`src/rtl/bat_serial_loader.sv`:
```
// bat_serial_loader: receives a framed program image over UART (8N1, LSB
// first), writes each 16-bit word into CPU RAM through the external RAM port
// while holding the CPU in HALT, then releases HALT and issues a timed CPU
// reset pulse once the frame checksum matches.
// Frame: A5, [BASE_HI, BASE_LO], LEN_HI, LEN_LO, 2*LEN data bytes, CHK.
// Optional feature macro: BAT_LOADER_BASEADDR_EN adds the BASE_HI/BASE_LO
// bytes; without it every frame loads from address 0x0000.
module bat_serial_loader #(
  parameter int CLKS_PER_BIT = 16,
  parameter int RST_CYCLES   = 4
) (
  input  logic        CLK,
  input  logic        RST,
  input  logic        RX,
  output logic        HALT,
  output logic [15:0] ADDRESS,
  output logic [15:0] DATA,
  output logic        EXT_RAM_EN,
  output logic        EXT_RAM_RW,
  output logic        CPU_RST_N,
  output logic        BUSY,
  output logic        ERR,
  output logic        DONE
);

  localparam int CNT_W = $clog2(CLKS_PER_BIT) + 1;
  localparam logic [CNT_W-1:0] CNT_ZERO  = CNT_W'(0);
  localparam logic [CNT_W-1:0] CNT_ONE   = CNT_W'(1);
  localparam logic [CNT_W-1:0] HALF_LAST = CNT_W'(CLKS_PER_BIT / 2 - 1);
  localparam logic [CNT_W-1:0] BIT_LAST  = CNT_W'(CLKS_PER_BIT - 1);
  localparam int RC_W = $clog2(RST_CYCLES) + 1;
  localparam logic [RC_W-1:0] RC_ZERO = RC_W'(0);
  localparam logic [RC_W-1:0] RC_ONE  = RC_W'(1);
  localparam logic [RC_W-1:0] RC_LAST = RC_W'(RST_CYCLES - 1);
  localparam logic [7:0] SYNC_BYTE = 8'hA5;

  typedef enum logic [1:0] {RX_IDLE, RX_START, RX_DATA, RX_STOP} rx_state_e;
  typedef enum logic [3:0] {
    P_WAIT_SYNC, P_BASE_HI, P_BASE_LO, P_LEN_HI, P_LEN_LO, P_DATA_HI,
    P_DATA_LO, P_WRITE, P_CHECK, P_BOOT, P_RUN
  } p_state_e;

`ifdef BAT_LOADER_BASEADDR_EN
  localparam p_state_e FIRST_HDR = P_BASE_HI;
`else
  localparam p_state_e FIRST_HDR = P_LEN_HI;
`endif

  // UART receiver state
  logic             rx_meta_q, rx_meta_d, rx_sync_q, rx_sync_d, rx_prev_q, rx_prev_d;
  rx_state_e        rx_state_q, rx_state_d;
  logic [CNT_W-1:0] bit_cnt_q, bit_cnt_d;
  logic [2:0]       bit_idx_q, bit_idx_d;
  logic [7:0]       shift_q, shift_d, byte_q, byte_d;
  logic             byte_stb_q, byte_stb_d, frm_err_q, frm_err_d;

  // Parser state
  p_state_e         p_state_q, p_state_d;
  logic [7:0]       len_hi_q, len_hi_d, chk_q, chk_d;
  logic [15:0]      base_q, base_d, cnt_q, cnt_d, addr_q, addr_d, data_q, data_d;
  logic [RC_W-1:0]  rst_cnt_q, rst_cnt_d;
  logic             halt_q, halt_d, cpu_rst_n_q, cpu_rst_n_d;
  logic             ext_en_q, ext_en_d, ext_rw_q, ext_rw_d;
  logic             busy_q, busy_d, err_q, err_d, done_q, done_d;
  logic [15:0]      base_s;

`ifdef BAT_LOADER_BASEADDR_EN
  assign base_s = base_q;
`else
  assign base_s = 16'h0000;
`endif

  // UART next state: synchronize RX, detect start edge, sample bits mid-bit
  always_comb begin
    rx_meta_d  = RX;
    rx_sync_d  = rx_meta_q;
    rx_prev_d  = rx_sync_q;
    rx_state_d = rx_state_q;
    bit_cnt_d  = bit_cnt_q;
    bit_idx_d  = bit_idx_q;
    shift_d    = shift_q;
    byte_d     = byte_q;
    byte_stb_d = 1'b0;
    frm_err_d  = 1'b0;
    case (rx_state_q)
      RX_IDLE: begin
        bit_cnt_d = CNT_ZERO;
        if (rx_prev_q && !rx_sync_q) begin
          rx_state_d = RX_START;
        end else begin
          rx_state_d = RX_IDLE;
        end
      end
      RX_START: begin
        if (bit_cnt_q == HALF_LAST) begin
          bit_cnt_d = CNT_ZERO;
          bit_idx_d = 3'd0;
          if (rx_sync_q) begin
            rx_state_d = RX_IDLE;
          end else begin
            rx_state_d = RX_DATA;
          end
        end else begin
          bit_cnt_d = bit_cnt_q + CNT_ONE;
        end
      end
      RX_DATA: begin
        if (bit_cnt_q == BIT_LAST) begin
          bit_cnt_d = CNT_ZERO;
          shift_d   = {rx_sync_q, shift_q[7:1]};
          if (bit_idx_q == 3'd7) begin
            rx_state_d = RX_STOP;
          end else begin
            bit_idx_d = bit_idx_q + 3'd1;
          end
        end else begin
          bit_cnt_d = bit_cnt_q + CNT_ONE;
        end
      end
      RX_STOP: begin
        if (bit_cnt_q == BIT_LAST) begin
          bit_cnt_d  = CNT_ZERO;
          rx_state_d = RX_IDLE;
          if (rx_sync_q) begin
            byte_stb_d = 1'b1;
            byte_d     = shift_q;
          end else begin
            frm_err_d = 1'b1;
          end
        end else begin
          bit_cnt_d = bit_cnt_q + CNT_ONE;
        end
      end
      default: rx_state_d = RX_IDLE;
    endcase
  end

  // Parser next state: frame decoding, RAM write strobes and boot sequencing
  always_comb begin
    p_state_d   = p_state_q;
    len_hi_d    = len_hi_q;
    chk_d       = chk_q;
    base_d      = base_q;
    cnt_d       = cnt_q;
    addr_d      = addr_q;
    data_d      = data_q;
    rst_cnt_d   = rst_cnt_q;
    halt_d      = halt_q;
    cpu_rst_n_d = cpu_rst_n_q;
    ext_en_d    = 1'b0;
    ext_rw_d    = 1'b1;
    busy_d      = busy_q;
    err_d       = err_q;
    done_d      = done_q;
    case (p_state_q)
      P_WAIT_SYNC, P_RUN: begin
        if (byte_stb_q && (byte_q == SYNC_BYTE)) begin
          busy_d    = 1'b1;
          err_d     = 1'b0;
          done_d    = 1'b0;
          halt_d    = 1'b1;
          chk_d     = 8'h00;
          p_state_d = FIRST_HDR;
        end else if (frm_err_q) begin
          err_d = 1'b1;
        end else begin
          p_state_d = p_state_q;
        end
      end
      P_WRITE: begin
        // Strobe was asserted for this one cycle; advance to the next word.
        addr_d = addr_q + 16'h0001;
        cnt_d  = cnt_q - 16'h0001;
        if (cnt_q == 16'h0001) begin
          p_state_d = P_CHECK;
        end else begin
          p_state_d = P_DATA_HI;
        end
      end
      P_BOOT: begin
        // HALT is already low; hold the CPU in reset for RST_CYCLES cycles.
        if (rst_cnt_q == RC_LAST) begin
          cpu_rst_n_d = 1'b1;
          busy_d      = 1'b0;
          done_d      = 1'b1;
          p_state_d   = P_RUN;
        end else begin
          rst_cnt_d = rst_cnt_q + RC_ONE;
        end
      end
      default: begin
        if (frm_err_q) begin
          err_d     = 1'b1;
          busy_d    = 1'b0;
          p_state_d = P_WAIT_SYNC;
        end else if (byte_stb_q) begin
          chk_d = chk_q ^ byte_q;
          case (p_state_q)
            P_BASE_HI: begin base_d[15:8] = byte_q; p_state_d = P_BASE_LO; end
            P_BASE_LO: begin base_d[7:0]  = byte_q; p_state_d = P_LEN_HI;  end
            P_LEN_HI:  begin len_hi_d     = byte_q; p_state_d = P_LEN_LO;  end
            P_LEN_LO: begin
              if ({len_hi_q, byte_q} == 16'h0000) begin
                p_state_d = P_CHECK;
              end else begin
                addr_d    = base_s;
                cnt_d     = {len_hi_q, byte_q};
                p_state_d = P_DATA_HI;
              end
            end
            P_DATA_HI: begin data_d[15:8] = byte_q; p_state_d = P_DATA_LO; end
            P_DATA_LO: begin
              data_d[7:0] = byte_q;
              ext_en_d    = 1'b1;
              ext_rw_d    = 1'b0;
              p_state_d   = P_WRITE;
            end
            P_CHECK: begin
              if (byte_q == chk_q) begin
                halt_d      = 1'b0;
                cpu_rst_n_d = 1'b0;
                rst_cnt_d   = RC_ZERO;
                p_state_d   = P_BOOT;
              end else begin
                err_d     = 1'b1;
                busy_d    = 1'b0;
                p_state_d = P_WAIT_SYNC;
              end
            end
            default: p_state_d = P_WAIT_SYNC;
          endcase
        end else begin
          p_state_d = p_state_q;
        end
      end
    endcase
  end

  // State registers with synchronous active-low reset
  always_ff @(posedge CLK) begin
    if (!RST) begin
      rx_meta_q   <= 1'b1;
      rx_sync_q   <= 1'b1;
      rx_prev_q   <= 1'b1;
      rx_state_q  <= RX_IDLE;
      bit_cnt_q   <= CNT_ZERO;
      bit_idx_q   <= 3'd0;
      shift_q     <= 8'h00;
      byte_q      <= 8'h00;
      byte_stb_q  <= 1'b0;
      frm_err_q   <= 1'b0;
      p_state_q   <= P_WAIT_SYNC;
      len_hi_q    <= 8'h00;
      chk_q       <= 8'h00;
      base_q      <= 16'h0000;
      cnt_q       <= 16'h0000;
      addr_q      <= 16'h0000;
      data_q      <= 16'h0000;
      rst_cnt_q   <= RC_ZERO;
      halt_q      <= 1'b1;
      cpu_rst_n_q <= 1'b0;
      ext_en_q    <= 1'b0;
      ext_rw_q    <= 1'b1;
      busy_q      <= 1'b0;
      err_q       <= 1'b0;
      done_q      <= 1'b0;
    end else begin
      rx_meta_q   <= rx_meta_d;
      rx_sync_q   <= rx_sync_d;
      rx_prev_q   <= rx_prev_d;
      rx_state_q  <= rx_state_d;
      bit_cnt_q   <= bit_cnt_d;
      bit_idx_q   <= bit_idx_d;
      shift_q     <= shift_d;
      byte_q      <= byte_d;
      byte_stb_q  <= byte_stb_d;
      frm_err_q   <= frm_err_d;
      p_state_q   <= p_state_d;
      len_hi_q    <= len_hi_d;
      chk_q       <= chk_d;
      base_q      <= base_d;
      cnt_q       <= cnt_d;
      addr_q      <= addr_d;
      data_q      <= data_d;
      rst_cnt_q   <= rst_cnt_d;
      halt_q      <= halt_d;
      cpu_rst_n_q <= cpu_rst_n_d;
      ext_en_q    <= ext_en_d;
      ext_rw_q    <= ext_rw_d;
      busy_q      <= busy_d;
      err_q       <= err_d;
      done_q      <= done_d;
    end
  end

  assign HALT       = halt_q;
  assign ADDRESS    = addr_q;
  assign DATA       = data_q;
  assign EXT_RAM_EN = ext_en_q;
  assign EXT_RAM_RW = ext_rw_q;
  assign CPU_RST_N  = cpu_rst_n_q;
  assign BUSY       = busy_q;
  assign ERR        = err_q;
  assign DONE       = done_q;

endmodule

```
`config.mk`:
```
export PLATFORM = sky130hd
export DESIGN_NAME = bat_serial_loader
export DESIGN_NICKNAME = d
export VERILOG_FILES = /design/src/rtl/bat_serial_loader.sv
export SDC_FILE = /design/constraint.sdc
export NUM_CORES = 1
export LEC_CHECK = 0
export CAP_MARGIN = 10
export CORE_ASPECT_RATIO = 0.5
export CORE_UTILIZATION = 45
export CTS_BUF_LIST = sky130_fd_sc_hd__clkbuf_8 sky130_fd_sc_hd__clkbuf_16
export DETAILED_ROUTE_END_ITERATION = 10
export DONT_BUFFER_PORTS = 1
export GPL_TIMING_DRIVEN = 0
export PLACE_DENSITY_LB_ADDON = 0.25
export SYNTH_ARGS = -nofsm -noshare
export SYNTH_HDL_FRONTEND = slang
export SYNTH_SLANG_ARGS = --single-unit
```
`constraint.sdc`:
```
create_clock -name CLK -period 4.8 [get_ports CLK]
set_input_delay 0.48 -clock CLK [delete_from_list [all_inputs] [get_ports CLK]]
set_output_delay 0.48 -clock CLK [all_outputs]
set_load 0.05 [all_outputs]
```
After elaboration in Yosys (flattened, before gate mapping)
Cells that the tools add are included.
{"block": "word_totals", "reg_bits": 109, "out_inout_bits": 39, "wordCells": 189}
{"block": "op_classes", "add_sub_neg": 5, "n_eq_ne": 35, "muxes": 70, "bitwise_logic": 9, "n_reduce_logical": 45}
{"cell": "$mux 16", "n": 8}
{"cell": "$pmux 16 s2", "n": 2}
{"cell": "$mux 4", "n": 7}
{"cell": "$pmux 4 s7", "n": 1}
{"cell": "$mux 3", "n": 8}
{"cell": "$mux 8", "n": 3}
{"cell": "$reduce_and 4->1", "n": 6}
{"cell": "$reduce_and 6->1", "n": 4}
{"cell": "$mux 1", "n": 23}
{"cell": "$reduce_bool 2->1", "n": 10}
{"cell": "$add 16x1->16 const B", "n": 1}
{"cell": "$eq 16x1->1 const B", "n": 1}
{"cell": "$eq 4x3->1 const B", "n": 4}
{"cell": "$logic_not 16->1", "n": 1}
{"cell": "$ne 2x2->1 const B", "n": 8}
{"cell": "$pmux 8 s2", "n": 1}
{"cell": "$sub 16x1->16 const B", "n": 1}
{"cell": "$pmux 5 s3", "n": 1}
{"cell": "$eq 4x4->1 const B", "n": 3}
{"cell": "$pmux 3 s2", "n": 2}
{"cell": "$pmux 4 s3", "n": 1}
{"cell": "$reduce_and 3->1", "n": 4}
{"cell": "$mux 2", "n": 5}
{"cell": "$mux 5", "n": 2}
{"cell": "other kinds (34)", "n": 57}

Logic depth before layout (Yosys ltp)
{"block": "logic_depth", "word_depth": 6, "mapped_depth": 9, "ltp_nobuf": 9}

Least setup slack after synthesis
OpenSTA, ideal clock, no wires.
{"block": "synth_timing", "path_type": "register to register", "start": "register p_state_q[0]", "end": "register addr_q[6], in the netlist ADDRESS[6]", "setup_time_ns": 0.066, "arrival_ns": 2.038, "t_required_ns": 4.734, "slack_ns": 2.695, "path_stages_with_launch": 8, "period_less_slack_ns": 2.105, "cell_sequence": "dfxtp_1 > buf_6 > or4b_4 > a41oi_2 > a21oi_2 > buf_6 > or4_4 > a21oi_2"}
{"block": "synth_between", "elab_chain_cells": 4, "word_cells_on_any_way": 13, "cone_classes": "6 x eq/ne; 1 x mux; 1 x bitwise; 5 x reduce/logical"}
{"element": "start, declared", "line": "58", "rtl": "p_state_e p_state_q, p_state_d;"}
{"element": "start signal, assigned", "line": "278", "rtl": "p_state_q <= p_state_d;"}
{"element": "$eq 4x4->1 or $logic_not 4->1 (tied branches)", "line": "155", "rtl": "case (p_state_q)"}
{"element": "$reduce_or 3->1 (no source line)"}
{"element": "$not 1->1 (no source line)"}
{"element": "$reduce_and 5->1 (no source line)"}
{"element": "end signal, assigned", "line": "283", "rtl": "addr_q <= addr_d;"}
{"element": "end, declared", "line": "60", "rtl": "logic [15:0] base_q, base_d, cnt_q, cnt_d, addr_q, addr_d, data_q, data_d;"}
Several ways; a longest one is shown, not always the timed one.
A chain may end at the register's enable or synchronous reset.

Final worst setup path
{"block": "layout_timing", "start": "register byte_q[3]", "end": "register addr_q[14], in the netlist ADDRESS[14]"}
{"block": "layout_between", "elab_chain_cells": 3}
{"element": "start, declared", "line": "54", "rtl": "logic [7:0] shift_q, shift_d, byte_q, byte_d;"}
{"element": "start signal, assigned", "line": "275", "rtl": "byte_q <= byte_d;"}
{"element": "$logic_not 16->1", "line": "203", "rtl": "if ({len_hi_q, byte_q} == 16'h0000) begin"}
{"element": "$ne 2x1->1 (no source line)"}
{"element": "$reduce_and 5->1 (no source line)"}
Every way passes these cells.

==> impl_metrics.ini <==
[sta]
rsz0062_at_grt = no
setup_viol = 0
period_needed_ns = 2.75
maxSlewHeadroom_pct = 18.2
drv_slew = 0
layout_worst_path_cycle_share_pct = 57.4
tightest_slew_ns = 1.21
fin_tns_setup_ns = 0
setup_ws_ns = 2.05
skew_ns = 0.00664
fmax_mhz = 363
hold_viol_final = 0

[worst_setup_path]
setup.worst_path.class = reg -> reg
end_kind = flip-flop
crit_required_ns = 5.08
critPathLaunchType = flip-flop
startpoint = byte_q[3]
endpoint = ADDRESS[14]
r2r_slack_ns = 2.05
path_max_fanout = 10
worstPathArrival_ns = 3.03
ff2ff_path_depth = 7
r2r-end = ADDRESS[14]
r2r-start = byte_q[3]

[finish]
fillCellCount = 1062
seqCellArea_um2 = 2180
syn_to_final_growth_pct = 9.13
fin_nets = 632
drive_gt1_share_pct = 6.10
multi_input_area_um2 = 2700
n_antenna_cell = 0

[global_route]
antenna_found_initial = 0
track_usage_pct = 23.1
grt_pass1_wl_um = 21500
grt_pass1_vias = 4217
grt-ovfl-total = 0
grt_max_degree = 17

[place]
dp_slack_ns = 2.15
numPortBuffers = 0
place_congestion = 0.911
dp_hpwl_um = 9230

[yosys]
synth_area_um2 = 5130
synth.top_cell.area_share_pct = 42.6
synth_common_cells = 109 x dfxtp_1, 77 x nor2_1, 58 x a21oi_1, 56 x nand2_1, 32 x clkbuf_1
synth.most_common_cell = dfxtp_1
synth_area_leaders = dfxtp_1 43%, a21oi_1 5.7%, mux2i_1 5.7%
yosys_register_bits = 109
synth_ff_type = dfxtp_1
synth_edf_count = 0
synth_cells = 608
yosysSeqAreaShare_pct = 42.6
yosysWarnings = 0
async_flop_share_pct = 0
yosys.area.top_type = dfxtp_1
synth_fp_nets = 621
syn_avg_cell_area_um2 = 8.43
ys_types = 61

[die]
fp.dieW_um = 153
rows = 27
start_util_pct = 46.4
core_um2 = 11000
ios = 42
die_area_um2 = 11900
die_h_um = 77.5

[clock_tree]
post-cts-setup-buffers = 0
cts_tree = yes
cts_max_level = 3
numCtsBuffers = 9
clkSlewWorstSetupHoldPaths_ns = 0.07
clk_latency_ns = 0.35
cts-resized-gates = 0
clock-root-buffer = clkbuf_16
clk_path_buf_depth = 2
numClockSinks = 109
holdBufCountCts = 0

[outcome]
status = finished, final reports clean

[flow_run]
max-cap-violations = 0

[drt]
routed_via_density = 5.86
antenna_left = 0
drc = 0
firstDrtPassIters = 5
vias = 4498
drt_iter0_drc = 338
wl_per_cell_um = 17.3
routed_wl_um = 13300

[power_and_ir_drop]
leakage_nw = 2.13
internal_power_mw = 1.30
combPwrFrac_pct = 1.7
switching_power_uw = 350
total_power_mw = 1.65
sw_frac_of_total_pct = 21.2
power_frac_clock_pct = 43.5
sequentialPowerShare_pct = 54.9
p_per_area_nw_per_um2 = 295
ir_worst_vdd_mv = 0.157

[min_path]
hold_path_class = in -> reg
worst min path at each step:
stage	start	to	slack, ns	cells after the start
6_report	RST	rx_prev_d	0.20	1
4_1_cts	RST	rx_prev_d	0.19	1
3_5_place_dp	rx_meta_q	rx_prev_d	0.40	1
5_1_grt	RST	rx_prev_d	0.19	1
3_3_place_gp	rx_meta_q	rx_prev_d	0.39	1
2_1_floorplan	rx_meta_q	rx_prev_d	0.39	1
per-stage QoR:
stage,hold slack (ns),utilization [%],instances,area (um^2)
floorplan,0.386,-,608,5130
global placement,0.390,48.1,753,5310
detailed placement,0.397,48.1,753,5310
CTS,0.194,50.7,768,5600
global route,0.188,50.7,768,5600
finish,0.205,50.7,768,5600
flip-flops by register name, summed over array words and instances, names as in the netlist, 3 cells and up, named ones only:
name / flops
bit_idx_q: 3
p_state_q: 4
rst_cnt_q: 3
shift_q: 8
byte_q: 8
bit_cnt_q: 5
ADDRESS: 16
chk_q: 8
cnt_q: 16
DATA: 16
len_hi_q: 8
cell families (layout without fill, tap and decap cells):
logic type | count (synthesis) | count (layout) | synth area share [%]
buffers and inverters | 57 | 72 | 4.71
xor gates and xnor gates | 13 | 13 | 2.22
AOI/OAI and AO/OA | 151 | 151 | 19.5
and+or+nand+nor | 239 | 239 | 22.9
adders and majority gates | 10 | 10 | 2.44
muxes | 29 | 29 | 5.66
DFF | 109 | 109 | 42.6
routing by layer:
metal | vias up | share of wire (%) | global-route usage (%) | wire (um)
met5 | - | 0 | 0 | 0
met4 | 0 | 1.5 | 7.98 | 196
met3 | 16 | 7.0 | 6.48 | 928
met2 | 120 | 45 | 37.8 | 5930
met1 | 2148 | 47 | 29.4 | 6200
li1 | 2214 | - | - | -
power groups by stage:
| stage | combinational [mW] | clock [mW] | sequential [mW] |
|---|---|---|---|
| 4_1_cts | 0.0272 | 0.734 | 0.906 |
| 2_1_floorplan | 0.0170 | 0 | 0.927 |
| 6_report | 0.0275 | 0.718 | 0.906 |
| 3_3_place_gp | 0.0270 | 0 | 0.927 |
| 5_1_grt | 0.0298 | 0.774 | 0.905 |
| 3_5_place_dp | 0.0271 | 0 | 0.927 |
area by class of cell:
class	count	share of cell area, %
Buffer	42	3.31
Clock buffer	12	4.76
Clock inverter	3	0.358
Inverter	15	1.01
Multi-Input combinational cell	442	48.3
Sequential cell	109	39.0
Tap cell	145	3.24
critical path, stage by stage (launching register included):
cell	delay, ns
dfxtp_1	0.30
clkbuf_1	0.28
nor4_1	0.75
a41oi_2	0.37
nand2_1	0.30
nand2_1	0.21
clkbuf_1	0.29
a21oi_1	0.18
cell usage in the layout (no fill, tap or decap), types with 3 or more instances in the layout:
cell type,Yosys,layout
dfxtp_1,109,109
nor2_1,77,77
a21oi_1,58,58
nand2_1,56,56
clkbuf_1,32,32
mux2i_1,29,29
o21ai_0,24,24
nand3_1,22,22
inv_1,14,14
o31ai_1,12,12
nor3_1,11,11
or4_1,11,11
nor4_1,10,10
nand2b_1,10,10
ha_1,10,10
o221a_2,9,9
xnor2_1,9,9
clkbuf_16,0,9
nand4_1,8,8
and2_1,8,8
a31oi_1,7,7
a211oi_1,6,6
nand3b_1,5,5
buf_2,4,4
o21a_1,4,4
and3_1,4,4
xor2_1,4,4
a32oi_1,4,4
nor2b_1,3,3
o211ai_1,3,3
a2111oi_0,3,3
clkbuf_8,0,3
Power figures use the tool's default switching activity.
